$ cat src/rtl/misaligned_access_unit_pkg.sv
// misaligned_access_unit_pkg: funct3 codes and FSM state encodings shared by the misaligned access unit
package misaligned_access_unit_pkg;
  localparam logic [2:0] F3_LB  = 3'b000;
  localparam logic [2:0] F3_LH  = 3'b001;
  localparam logic [2:0] F3_LW  = 3'b010;
  localparam logic [2:0] F3_LBU = 3'b100;
  localparam logic [2:0] F3_LHU = 3'b101;
  localparam logic [2:0] F3_SB  = 3'b000;
  localparam logic [2:0] F3_SH  = 3'b001;
  localparam logic [2:0] F3_SW  = 3'b010;
  typedef enum logic [2:0] {IDLE, LD_LO, LD_HI, LD_WB, ST_LO, ST_HI, ERR} state_t;
endpackage

$ cat src/rtl/misaligned_access_unit_merge.sv
// misaligned_merge: combinational load merge/extend (f3, off, w_lo, w_hi -> ld_data) and store split (f3, off, store_value -> st_data, st_mask)
module misaligned_merge
  import misaligned_access_unit_pkg::*;
(
  input  logic [2:0]  f3,
  input  logic [1:0]  off,
  input  logic [31:0] w_lo,
  input  logic [23:0] w_hi,
  input  logic [31:0] store_value,
  output logic [31:0] ld_data,
  output logic [63:0] st_data,
  output logic [7:0]  st_mask
);
  logic [31:0] merged;
  assign merged = off == 2'd1 ? {w_hi[7:0], w_lo[31:8]} :
                  off == 2'd2 ? {w_hi[15:0], w_lo[31:16]} :
                  off == 2'd3 ? {w_hi, w_lo[31:24]} : w_lo;
  assign ld_data = f3 == F3_LH  ? {{16{merged[15]}}, merged[15:0]} :
                   f3 == F3_LHU ? {16'b0, merged[15:0]} : merged;
  assign st_data = {32'b0, store_value} << {off, 3'b000};
  assign st_mask = {4'b0, f3 == F3_SH ? 4'b0011 : 4'b1111} << off;
endmodule

$ cat src/rtl/misaligned_access_unit.sv
// misaligned_access_unit: performs a trapped misaligned LH/LHU/LW/SH/SW as two aligned word accesses; ports: start/instr/is_store/addr/store_value/rd_addr request, mem_* data memory, rf_* writeback, busy/done/error status
module misaligned_access_unit
  import misaligned_access_unit_pkg::*;
#(
  parameter int ADDR_WIDTH = 15
) (
  input  logic                  clk,
  input  logic                  rst,
  input  logic                  start,
  input  logic [31:0]           instr,
  input  logic                  is_store,
  input  logic [ADDR_WIDTH-1:0] addr,
  input  logic [31:0]           store_value,
  input  logic [4:0]            rd_addr,
  output logic                  mem_en,
  output logic [3:0]            mem_we,
  output logic [ADDR_WIDTH-1:0] mem_addr,
  output logic [31:0]           mem_wdata,
  input  logic [31:0]           mem_rdata,
  output logic                  rf_we,
  output logic [4:0]            rf_waddr,
  output logic [31:0]           rf_wdata,
  output logic                  busy,
  output logic                  done,
  output logic                  error
);
  state_t state, next;
  logic [2:0] f3;
  logic [ADDR_WIDTH-1:0] addr_q, lo, hi;
  logic [31:0] sv_q, w_lo, ld_data;
  logic [4:0] rd_q;
  logic [63:0] st_data;
  logic [7:0] st_mask;
  logic valid, unused_instr;
  assign unused_instr = ^{instr[31:15], instr[11:0]};
  assign valid = is_store ?
    (instr[14:12] == F3_SH && addr[1:0] == 2'd3) || (instr[14:12] == F3_SW && addr[1:0] != 2'd0) :
    ((instr[14:12] == F3_LH || instr[14:12] == F3_LHU) && addr[1:0] == 2'd3) || (instr[14:12] == F3_LW && addr[1:0] != 2'd0);
  assign lo = {addr_q[ADDR_WIDTH-1:2], 2'b00};
  assign hi = lo + ADDR_WIDTH'(4);
  misaligned_merge u_merge (
    .f3          (f3),
    .off         (addr_q[1:0]),
    .w_lo        (w_lo),
    .w_hi        (mem_rdata[23:0]),
    .store_value (sv_q),
    .ld_data     (ld_data),
    .st_data     (st_data),
    .st_mask     (st_mask)
  );
  always_ff @(posedge clk or posedge rst)
    if (rst) state <= IDLE;
    else state <= next;
  always_ff @(posedge clk or posedge rst)
    if (rst) begin
      f3 <= 3'b0;
      addr_q <= '0;
      sv_q <= 32'b0;
      rd_q <= 5'b0;
      w_lo <= 32'b0;
    end else begin
      if (state == IDLE && start) begin
        f3 <= instr[14:12];
        addr_q <= addr;
        sv_q <= store_value;
        rd_q <= rd_addr;
      end
      if (state == LD_HI) w_lo <= mem_rdata;
    end
  always_comb begin
    next = IDLE;
    case (state)
      IDLE:    next = !start ? IDLE : !valid ? ERR : is_store ? ST_LO : LD_LO;
      LD_LO:   next = LD_HI;
      LD_HI:   next = LD_WB;
      ST_LO:   next = ST_HI;
      default: next = IDLE;
    endcase
  end
  always_comb begin
    mem_en = state inside {LD_LO, LD_HI, ST_LO, ST_HI};
    mem_addr = state inside {LD_LO, ST_LO} ? lo : mem_en ? hi : '0;
    mem_we = state == ST_LO ? st_mask[3:0] : state == ST_HI ? st_mask[7:4] : 4'b0;
    mem_wdata = state == ST_LO ? st_data[31:0] : state == ST_HI ? st_data[63:32] : 32'b0;
    rf_we = state == LD_WB && rd_q != 5'd0;
    rf_waddr = state == LD_WB ? rd_q : 5'd0;
    rf_wdata = state == LD_WB ? ld_data : 32'b0;
    busy = state != IDLE;
    done = state inside {LD_WB, ST_HI, ERR};
    error = state == ERR;
  end
endmodule

$ cat config.mk
export PLATFORM = sky130hd
export DESIGN_NAME = misaligned_access_unit
export DESIGN_NICKNAME = d
export VERILOG_FILES = /design/src/rtl/misaligned_access_unit_pkg.sv /design/src/rtl/misaligned_access_unit_merge.sv /design/src/rtl/misaligned_access_unit.sv
export SDC_FILE = /design/constraint.sdc
export NUM_CORES = 1
export LEC_CHECK = 0
export CAP_MARGIN = 20
export CORE_MARGIN = 2
export CORE_UTILIZATION = 40
export DETAILED_ROUTE_END_ITERATION = 8
export PLACE_DENSITY = 0.73
export RECOVER_POWER = 100
export SETUP_SLACK_MARGIN = 0.1
export SLEW_MARGIN = 40
export SYNTH_ARGS = -nofsm -noshare
export SYNTH_HDL_FRONTEND = slang
export SYNTH_SLANG_ARGS = --single-unit
$ cat constraint.sdc
create_clock -name clk -period 4.36 [get_ports clk]
set_input_delay 0.872 -clock clk [delete_from_list [all_inputs] [get_ports clk]]
set_output_delay 0.872 -clock clk [all_outputs]
set_load 0.05 [all_outputs]
Yosys cells after proc, flatten, opt, wreduce, memory -nomap -nowiden
Index checks and enable logic that the tools add are counted.
Storage, ports and cells
  output and inout port bits: 93
  logic and storage cells: 58
  register bits after elaboration: 90
  input port bits: 120
Cells by class
  equal/unequal tests: 15
  $add $sub $neg: 1
  multiplexer cells: 19
  shifts and indexed selects: 2
  reductions and logical operators: 15
Operators with widths (number)
  two-way mux 32 bit: 8
  left shift 32 x 5 -> 64 bit: 1
  two-way mux 15 bit: 2
  adder 15 x 3 -> 15 bit, second input constant: 1
  equality test 3 bit, second input constant: 5
  two-way mux 4 bit: 3
  one-hot mux 3 bit (4 select lines): 1
  equality test 3 x 1 -> 1 bit, second input constant: 3
  equality test 3 x 2 -> 1 bit, second input constant: 3
  two-way mux 3 bit: 3
  left shift 4 x 2 -> 8 bit: 1
  equality test 2 bit, second input constant: 3
  nonzero test 3 bit: 2
  logical AND 1 bit: 5
  two-way mux 5 bit: 1
  nonzero test 5 bit: 1
  nonzero test 2 bit: 2
  nonzero test 4 bit: 1
  logical NOT 3 bit: 1
  logical OR 1 bit: 3
  equality test 2 x 1 -> 1 bit, second input constant: 1
  two-way mux 1 bit: 1

Depth between registers and ports, before layout
Gate-level depths: netlist of run 1.
  depth after elaboration: 8
  mapped depth: 7
  depth with buffers taken out: 4

By module
Synthesis of run 1 repeated with hierarchy kept, for this count alone.
Unflattened totals
  cells, all modules: 600
  area, all modules: 6398.6 um2
By module, submodules not included
  misaligned_access_unit: cells each 376, sequential area each 2252.2 um2, times used 1, area each 4665.7 um2
  misaligned_merge: cells each 224, sequential area each 0.0 um2, times used 1, area each 1732.9 um2

Worst setup path after synthesis of run 1
Ideal clock, no wire load.
  kind: reg-to-output
  start: reg addr_q[0]
  end: out mem_wdata[16]
  setup slack: 1.064 ns
  path buffers: 3
  data arrival time: 2.424 ns
  cell stages (with the launch flop): 7
  data required time: 3.488 ns
  cell sequence: dfrtp_1 > buf_4 > buf_4 > buf_4 > nor2_1 > a21oi_1 > o21ai_0
On the way
  cells in the longest elaborated chain, start to end: 3
Ends and longest elaborated chain
  from (decl): line misaligned_access_unit.sv:29  | logic [ADDR_WIDTH-1:0] addr_q, lo, hi;
  from (signal assigned): line misaligned_access_unit.sv:64  | addr_q <= addr;
  left shift 32 x 5 -> 64 bit (*): line misaligned_access_unit_merge.sv:20  | assign st_data = {32'b0, store_value} << {off, 3'b000};
  two-way mux 32 bit: line misaligned_access_unit.sv:84  | mem_wdata = state == ST_LO ? st_data[31:0] : state == ST_HI ? st_data[63:32] : 32'b0;
  two-way mux 32 bit (*): line misaligned_access_unit.sv:84
  to (decl): line misaligned_access_unit.sv:18  | output logic [31:0] mem_wdata,
Mark *: on every way between the ends. The rest lies on a longest branch, timed or not.

Worst setup path after layout of run 1
  start: reg state[2]
  end: out mem_wdata[14]
On the way
  cells in the longest elaborated chain, start to end: 3
  elaborated cells on any way between the ends: 4
  those cells by class: 2 x eq/ne; 2 x mux
Ends and longest elaborated chain
  from (decl): line misaligned_access_unit.sv:27  | state_t state, next;
  from (signal assigned): line misaligned_access_unit.sv:53  | else state <= next;
  equality test 3 bit: line misaligned_access_unit.sv:84
  two-way mux 32 bit: line misaligned_access_unit.sv:84
  two-way mux 32 bit (*): line misaligned_access_unit.sv:84
Marks and branches as above.

==> results.txt, run 1 <==
* Violated checks: capacitance limit, slew limit
- Entering global routing, the biggest net connects 49 pins.
- STA classifies the critical path endpoint as an output port.
- Synth top area share: 38.8%
* Share of final-layout standard cells stronger than drive strength 1: 21.6%
- In this run the most critical hold path is launched from w_lo[6]$_DFFE_PP0P_.
- Die Y: 124 um
- After synthesis, the most frequently instantiated cells are sky130_fd_sc_hd__dfrtp_1, sky130_fd_sc_hd__mux2_2, sky130_fd_sc_hd__nand2_1.
* Min setup slack post-route: 0.232 ns
* Setup TNS Final: 0 ns
- For this design the ratio of total power to cell area is 825 nW/um^2.
- Core footprint: 14400 um^2
- Register bit total from synthesis: 90
- Final number of max-transition violations: 113
- Minimum clock period after layout: 4.13 ns
* Cell with the most instances after synthesis: sky130_fd_sc_hd__dfrtp_1
- Post-CTS repair changed the size of 0 cells.
- Clock root buffer: sky130_fd_sc_hd__clkbuf_16
- Number of DRC violations after detailed-routing iteration 0: 280
* Length of the first detailed-routing pass in iterations: 5
* Most area-hungry cell type in the Yosys netlist: sky130_fd_sc_hd__dfrtp_1
* Category of the worst setup path launch point: flop
* TritonCTS clock tree: done
- Row count: 44
- After detailed routing, the number of vias per cell comes to 5.67.
- Crit path required time: 3.49 ns
- Post-DR wirelength/cell: 18.8 um
- The initial utilization of the core area, before any placement, comes to 40.4%.
- Before CTS, the worst setup slack after placement is 0.538 ns.
- Maximum level of the CTS H-tree: 3
- Yosys attributes the largest share of cell area to sky130_fd_sc_hd__dfrtp_1, sky130_fd_sc_hd__mux2_2, sky130_fd_sc_hd__mux4_2.
- Counting tap cells, the placed design contains a total of 860 instances.
- After filler insertion, the fill cell instance count of the layout stands at 1202.
* Reg2reg end: sv_q[15]$_DFFE_PP0P_
- Between clock sinks in the finished design, the worst skew comes to 0.00925 ns.
- Setup violations remaining at the end of the flow were counted as 0.
- Count of cell types in the netlist: 45
* Wire length of the first global-routing pass: 26400 um
- Status: complete, but fails checks
- Launch point of the worst reg-to-reg path: state[2]$_DFF_PP0_
- At the pin with the least slew margin, the transition time is 2.26 ns.
- Endpoint, Worst Hold: w_lo[6]$_DFFE_PP0P_
- Critical Path AT: 3.26 ns
* List of cells traversed by the critical path: and3b_1, nand2_1, o22ai_1, dlygate4sd3_1
* Largest delay share family, worst path: simple AND/OR/NAND/NOR gates
- In the routed design, unresolved DRC markers number 0.
- Achievable clock frequency: 242 MHz
- After global routing the overflow that remains totals 0.
- Largest buffer count on any clock path: 2
- The congestion estimate from routability-driven global placement came to 0.892.
- The worst pin sits at a relative slew slack of -51.4%.
* Class of the most critical setup path: flop to output port
- Clock latency on the worst-skew pair: 0.35 ns
- The detail route stage leaves a number of antenna-violating nets equal to 0.
- Critical path launch point: state[2]$_DFF_PP0_
- Clock tree synthesis inserted a total of 9 buffers.
- Period Utilization, post-route: 94.7%
- Among all stages on the critical path, the largest delay is contributed by sky130_fd_sc_hd__dlygate4sd3_1.
- Peak supply drop: 0.000361 V
* WHS Path Cells: 1
- In this design, the stage delay of the slowest critical-path cell is 0.93 ns.
- Buffering stage count on the worst path with inverters included: 1
- Synthesized instance count: 524
- Fraction of registers with async set/reset: 100%
* Hold Violations, Final: 0
- Post-CTS timing repair inserted 0 buffers for setup.
* Leakage power total: 3.33 nW
* CTS sink count: 90
- Across the run, the number of max-cap violations was 3.
- Hold buffer count at CTS: 0
- In this run, synthesis inferred 0 flip-flops with an integrated enable.
- Die Span X: 124 um
- The finished layout holds 874 standard cells, fillers aside.
* Synth Area per Inst: 11.1 um^2
- 0 antenna diodes ended up in the layout.
- 213 I/O pins were placed.
- The area growth from synthesis to layout is 37.2%.
- In this run the worst path has a maximum fanout of 14.
* Gr usage total: 21.0%
- Via count: 4959
* Hold Path Class: flop to flop
- Share of the yosys chip area belonging to registers: 38.8%
- Total number of nets in the final design: 808
* Clock-pin transition on the worst setup and hold timing paths: 0.07 ns
* Register-to-register setup slack: 0.84 ns
- After synthesis the cells add up to 5800 um^2.
- The most used flip-flop cell after synthesis is sky130_fd_sc_hd__dfrtp_1.
* Floorplan die area: 15500 um^2
* Port Buffers: 181
- Setup repair after global routing left no endpoint under its margin.
- The number of global-route vias before repair came to 5094.
- Yosys synthesis warning count: 0
* Detailed Place HPWL: 11800 um
- The initial antenna violation count was 0.
- For this block, the routed nets add up to 16400 um of wire.
- The worst register-to-register path has a depth of 4.
## through the flow
stage,util [%],total power [W],hold slack (ns),cell area [um^2]
floorplan,-,0.00482,0.471,5800
global placement,53.8,0.00584,0.484,7730
detailed placement,53.9,0.00596,0.503,7740
CTS,55.7,0.00669,0.517,8000
global route,55.4,0.00695,0.532,7950
finish,55.4,0.00656,0.514,7950
## worst reg2reg max path, cell delays in order (launching register included)
cell and delay [ns]:
sky130_fd_sc_hd__dfrtp_1 0.55, sky130_fd_sc_hd__nor3_2 0.30, sky130_fd_sc_hd__and2_0 1.39, sky130_fd_sc_hd__clkbuf_1 0.74
sky130_fd_sc_hd__mux2_2 0.42
## logic make-up (layout without fill, tap and decap cells)
family	after synthesis	after routing	synth area share (%)
other cells	1	2	0.0647
buf+inv	47	212	4.12
simple gates	134	134	11.9
flops	90	90	38.8
compound gates	104	104	10.8
fa+ha+maj	1	1	0.216
mux	141	141	33.1
xor+xnor	6	6	1.04
## worst max-delay path by stage
stage	end	slack [ns]	cells past startpoint
2_1_floorplan	mem_wdata[16]	1.06	6
3_5_place_dp	rf_wdata[24]	0.54	6
5_1_grt	rf_wdata[18]	0.07	5
4_1_cts	mem_wdata[14]	0.29	4
3_3_place_gp	rf_wdata[23]	0.58	6
6_report	mem_wdata[14]	0.23	4
## routing by layer
layer	GRT usage, %	part of all wire [%]	vias to the layer above
met5	0	0	-
met4	8.33	2.3	0
met3	5.20	7.4	27
met2	34.6	49	234
met1	26.6	42	2447
li1	-	-	2251
## placed cells by master, fill, tap and decap left out, drive strengths merged, types with 10 or more instances in the layout
master | netlist | layout
clkdlybuf4s50 | 0 | 98
o22ai | 10 | 10
o21ai | 28 | 28
mux2 | 85 | 85
a21oi | 36 | 36
dfrtp | 90 | 90
dlygate4sd3 | 0 | 83
mux4 | 32 | 32
mux2i | 24 | 24
and2 | 33 | 33
nor2 | 22 | 22
clkbuf | 12 | 15
nand2 | 48 | 48
## power by group
part	internal [W]	total [W]	switching [W]
registers	0.00127	0.00181	0.000541
clock network	0.000394	0.000713	0.000320
logic	0.00178	0.00403	0.00226
total	0.00344	0.00656	0.00312
## state kept, by name (all words and copies together) (netlist names)
| signal | cells |
|---|---|
| f3 | 3 |
| sv_q | 32 |
| rd_q | 5 |
| addr_q | 15 |
| w_lo | 32 |
| state | 3 |
## final cells by class
| class | instances | area (um^2) | area share [%] |
|---|---|---|---|
| Timing Repair Buffer | 193 | 1890 | 23.7 |
| Clock inverter | 3 | 17.5 | 0.220 |
| Multi-Input combinational cell | 388 | 3300 | 41.5 |
| Clock buffer | 11 | 243 | 3.05 |
| Inverter | 5 | 20.0 | 0.252 |
| Tap cell | 184 | 230 | 2.89 |
| Sequential cell | 90 | 2250 | 28.3 |
Power figures use the tool's default switching activity.
==> inputs of run 2 (changes only) <==
- PLACE_DENSITY: 0.73 -> 0.76
- clock period: 4.36 -> 3.3 ns (I/O delays scaled with it)
==> results.txt, run 2 (synthesis gave the netlist of run 1 again) <==
* Status: finished, final reports clean
* Clock latency on the worst-skew pair: 0.34 ns
- After detailed routing, the number of vias per cell comes to 5.66.
- For this run, the total global-route usage over all layers was measured as 21.4%.
- Wire length of the first global-routing pass: 26500 um
- Internal power comes to 0.00479 W.
* Detailed Place HPWL: 12300 um
- For this run, the top clock speed supported by timing is 318 MHz.
* Power share of the combinational group: 62.9%
* Crit. End Element: output port
- At the end of routability-driven placement, the weighted congestion stood at 0.869.
- For this design, the sink count on the clock tree is 90.
* Die Y: 124 um
* Core footprint: 14400 um^2
* Drt total wl: 16700 um
- The worst-case IR drop observed on VDD is 0.000378 V.
- CTS built an H-tree with a depth of 3.
- For this run, the share of the core covered by cells in the final layout is 56.9%.
- DP Worst Slack: 0.393 ns
- The post-route netlist has 31.2% of its cells at a drive strength greater than 1.
* Pin count of the biggest net entering global routing: 45
* Total placed cells including tap cells: 863
- Category of the worst setup path launch point: flop
- Counting along the longest clock path gives a buffer depth of 2.
- Hold Path Class: flop to flop
- The tree is rooted in a sky130_fd_sc_hd__clkbuf_16.
- Post-DR wirelength/cell: 18.9 um
* Die Span X: 124 um
- Sequential Power Share: 25.8%
- Number of antenna violations at the first check in global routing: 0
- Area after detailed placement: 8250 um^2
- Clock share of power: 11.2%
- Max-cap violation count: 0
* Row count: 44
- The floorplan step defined a die boundary enclosing 15500 um^2.
- Setup violations remaining at the end of the flow were counted as 0.
- After detailed routing, the number of remaining DRC violations is 0.
- After clock tree synthesis, the clock-pin slew on the worst setup and hold paths is 0.06 ns.
* Minimum clock period after layout: 3.14 ns
- Min setup slack post-route: 0.160 ns
* Number of I/O pins: 213
- Cell with the largest stage delay on the worst path: sky130_fd_sc_hd__dfrtp_2
- Crit-path max cell delay: 0.51 ns
- The number of global-route vias before repair is 5111.
- For this configuration, the core starts out at a cell density of 40.4%.
- TritonCTS built the clock tree.
- Final cell count without fillers: 879
* Skew final: 0.00473 ns
* Crit path required time: 2.64 ns
- Length of the first detailed-routing pass in iterations: 6
* Worst-case headroom to the max-slew limit: 3.74%
- Final number of max-transition violations: 0
- Largest regs: sv_q (32), w_lo (32), addr_q (15)
* Biggest fanout along the worst timing path: 20
* Most used cells in the layout excluding fill and tap cells: sky130_fd_sc_hd__clkdlybuf4s50_1, sky130_fd_sc_hd__dfrtp_1, sky130_fd_sc_hd__mux2_2, sky130_fd_sc_hd__nand2_1, sky130_fd_sc_hd__buf_12
- The routed layout has 4976 vias.
- Leakage power total: 3.37 nW
* Pin slew with the least headroom to its limit: 1.44 ns
- Net switching power figure: 0.00423 W
- Relative to the synthesized area, the layout overhead comes to 41.1%.
- In this run the remaining antenna-violating nets after routing total 0.
- List of cells traversed by the critical path: inv_1, buf_4, nand3_1, o22ai_1, dlymetal6s2s_1
- Class of the most critical setup path: flop to output port
* Net switching share of the total power: 46.9%
* Most frequent standard cell in the layout excluding fill and tap cells: sky130_fd_sc_hd__clkdlybuf4s50_1
* Total number of nets in the final design: 812
- Total clock buffers created by CTS: 9
- Counting both buffers and inverters, the worst setup path holds a total of 3.
* Port Buffers: 181
- Largest delay share family, worst path: buffers and inverters
- Dividing the final minimum period by the clock period gives 95.2%.
- Number of fill cells: 1221
* Unrepaired setup endpoints after global routing: false
- Final antenna diode count: 0
- Summed over all failing endpoints, the final setup total negative slack is 0 ns.
- For this design the ratio of total power to cell area is 1100 nW/um^2.
* Total gr overflow: 0
- Summed area of non-filler cells in the final layout: 8180 um^2
* Hold Violations, Final: 0
- STA puts the critical path data arrival time at 2.48 ns.
* Number of DRC violations after detailed-routing iteration 0: 292
==> run 2: cell type report <==
type                            count  area [um^2]  share of cell area (%)
Clock buffer                       12          246                    3.01
Clock inverter                      3         40.0                   0.489
Inverter                            5         20.0                   0.245
Multi-Input combinational cell    388         3300                    40.3
Sequential cell                    90         2260                    27.6
Tap cell                          184          230                    2.81
Timing Repair Buffer              197         2090                    25.5
==> run 2: through the flow <==
step	hold WS (ns)	total power, W
global placement	0.485	0.00822
detailed placement	0.490	0.00840
finish	0.506	0.00902
CTS	0.504	0.00943
floorplan	0.471	0.00637
global route	0.517	0.00954
==> run 2: per-layer routing <==
layer  up-vias  track usage, %  part of all wire [%]
li1       2258               -                     -
met4         0            7.87                   1.9
met3        23            6.44                   8.3
met2       227            34.3                    48
met5         -               0                     0
met1      2468            27.3                    42
==> run 2: repair_timing <==
| item | 4_1_cts | 5_1_grt |
|---|---|---|
| gates resized for setup | 2 | 6 |
| endpoints found under the setup margin | 2 | 10 |
| hold buffers | 0 | 0 |
| buffers inserted | 0 | 1 |
==> run 2: final timing paths <==
kind / end / cells after the start / start / slack, ns
min reg2reg: f3[1]$_DFFE_PP0P_ / 1 / f3[1]$_DFFE_PP0P_ / 0.51
max in group asynchronous: sv_q[17]$_DFFE_PP0P_ / 3 / rst / 0.52
max: mem_wdata[15] / 5 / addr_q[1]$_DFFE_PP0P_ / 0.16
min in group asynchronous: addr_q[8]$_DFFE_PP0P_ / 2 / rst / 1.13
min: f3[1]$_DFFE_PP0P_ / 1 / f3[1]$_DFFE_PP0P_ / 0.51
max reg2reg: sv_q[14]$_DFFE_PP0P_ / 4 / state[1]$_DFF_PP0_ / 0.47
==> run 2: power groups by stage <==
| stage | registers [W] | clock network, W | logic [W] |
|---|---|---|---|
| after floorplan | 0.00204 | 0 | 0.00433 |
| after global placement | 0.00231 | 0 | 0.00590 |
| after detailed placement | 0.00237 | 0 | 0.00603 |
| after CTS | 0.00235 | 0.00104 | 0.00603 |
| after global routing | 0.00241 | 0.00109 | 0.00604 |
| final | 0.00233 | 0.00102 | 0.00568 |
==> inputs of run 3 (changes only) <==
- ABC_CLOCK_PERIOD_IN_PS: default -> 3300
==> results of run 3 <==
No change in the layout: final DEF, timing and power equal those of run 2.
==> edit: new RTL, flow settings as in run 3 <==
Change the parameter `ADDR_WIDTH` from 15 to 16.
--- a/src/rtl/misaligned_access_unit.sv
+++ b/src/rtl/misaligned_access_unit.sv
@@ -4,3 +4,3 @@
 #(
-  parameter int ADDR_WIDTH = 15
+  parameter int ADDR_WIDTH = 16
 ) (
Interface: changed (resized addr and mem_addr); port bits go from 213 to 215. No check against the original RTL was run, so the function may have changed too.
==> edit against run 3 <==
- synthesized cell count is 19% higher
- via count is 9.0% higher
- cell area is 1.7% higher
- wire length is 6.2% higher
- maximum frequency is 0.21% higher
- area after synthesis is 7.5% higher
- power is 2.3% higher
- clock skew is 0.0019 ns higher
- critical path depth stayed put
- global-route usage is 0.17 points higher
- sequential cell count is 1 higher
- utilization is 2.2 points lower
- worst setup slack better by 0.0067 ns
- largest power group unchanged
==> edit: results (changes against run 3) <==
Placement
  – Detailed Place HPWL: 12,900 um (+5.1%)
  – Pre-CTS WS: 0.204 ns (-0.189 ns)
  – I/O Buffers: 183 (+1.1%)

Final layout
  – Largest regs: sv_q: 32 flops, w_lo: 32 flops, addr_q: 16 flops
  – Layout Nets: 905 (+11%)
  – Share of cells above drive strength 1: 19.0% (-12 points)
  – Filler cell count: 1,325 (+8.5%)

Timing
  – F_max: 0.319 GHz (+0.21%)
  – Final Hold Slack: 0.481 ns (-0.0249 ns)
  – Clk_skew: 0.00664 ns (+0.00191 ns)

Yosys
  – Mux cell area share after synthesis: 27.0% (-6.1 points)
  – Synth cell count leaders: 160 x nand2_1, 91 x dfrtp_1, 40 x mux2_4
  – Post-Synth Adder-Cell Area: 0.201% (-0.015 points)
  – Register area share after synthesis: 36.5% (-2.3 points)
  – Compound-gate portion of the synthesized area: 10.4% (-0.37 points)
  – Post-Synth XOR/XNOR Area: 1.53% (+0.49 points)
  – Post-synth cell types: 58 (+29%)

Drt
  – Metal3 WL: 1320 um (-4.4%)
  – Via/cell ratio: 5.56 (-1.8%)
  – Final Routed Wirelength: 17,700 um (+6.2%)
  – Post-Route M1 WL: 7560 um (+8.6%)

Worst setup path
  – Crit Path Max Fanout: 22 (+10%)
  – R2R Path End: addr_q[14]
  – Critical Path Max Stage Delay: 0.75 ns (+0.24 ns)
  – Worst path top cell family by delay: simple AND/OR/NAND/NOR gates
  – Worst-case reg-to-reg path depth: 5 (+1)
  – Critical path launch point: addr_q[0]

Global route
  – Met2 usage: 35.1% (+0.75 points)
  – Number of global-route vias before repair: 5,476 (+7.1%)
  – M3 GR Usage: 4.95% (-1.5 points)
  – Met1 Track Usage GR: 28.6% (+1.3 points)
  – All-Layer GR Usage: 21.5% (+0.17 points)

Outcome
  – Outcome: complete, no violations

Min path
  – Hold Startpoint: w_lo[4]
  – Worst Hold End: w_lo[4]

Power and ir drop
  – Static Leak: 0.00374 uW (+11%)

Clock network
  – Cts repair resizes: 0 (-2)
## edit: cell types whose count changed after synthesis, moves of 9 or more
cell | run 3 | this run
mux2_4 | 0 | 40
and2_1 | 33 | 1
nor2b_1 | 2 | 20
mux2_2 | 85 | 3
nand2_1 | 48 | 160
a21oi_1 | 36 | 26
and3_1 | 4 | 13
## edit: cell type report
cell class / count / area [um^2] / share of cell area [%]
inverter: 10 / 38.8 / 0.466
clock buffer: 9 / 225 / 2.71
sequential: 91 / 2280 / 27.4
multi-input combinational: 469 / 3460 / 41.6
tap: 188 / 235 / 2.83
clock inverter: 7 / 77.6 / 0.932
timing repair buffer: 202 / 2010 / 24.1
## edit: per-stage QoR
| step | instance area [um^2] | power [uW] | cells |
|---|---|---|---|
| after CTS | 9250 | 10200 | 976 |
| after global placement | 8950 | 9000 | 960 |
| after floorplan | 6240 | 6790 | 622 |
| after detailed placement | 8950 | 9150 | 960 |
| after global routing | 8320 | 9860 | 976 |
| final | 8320 | 9230 | 976 |
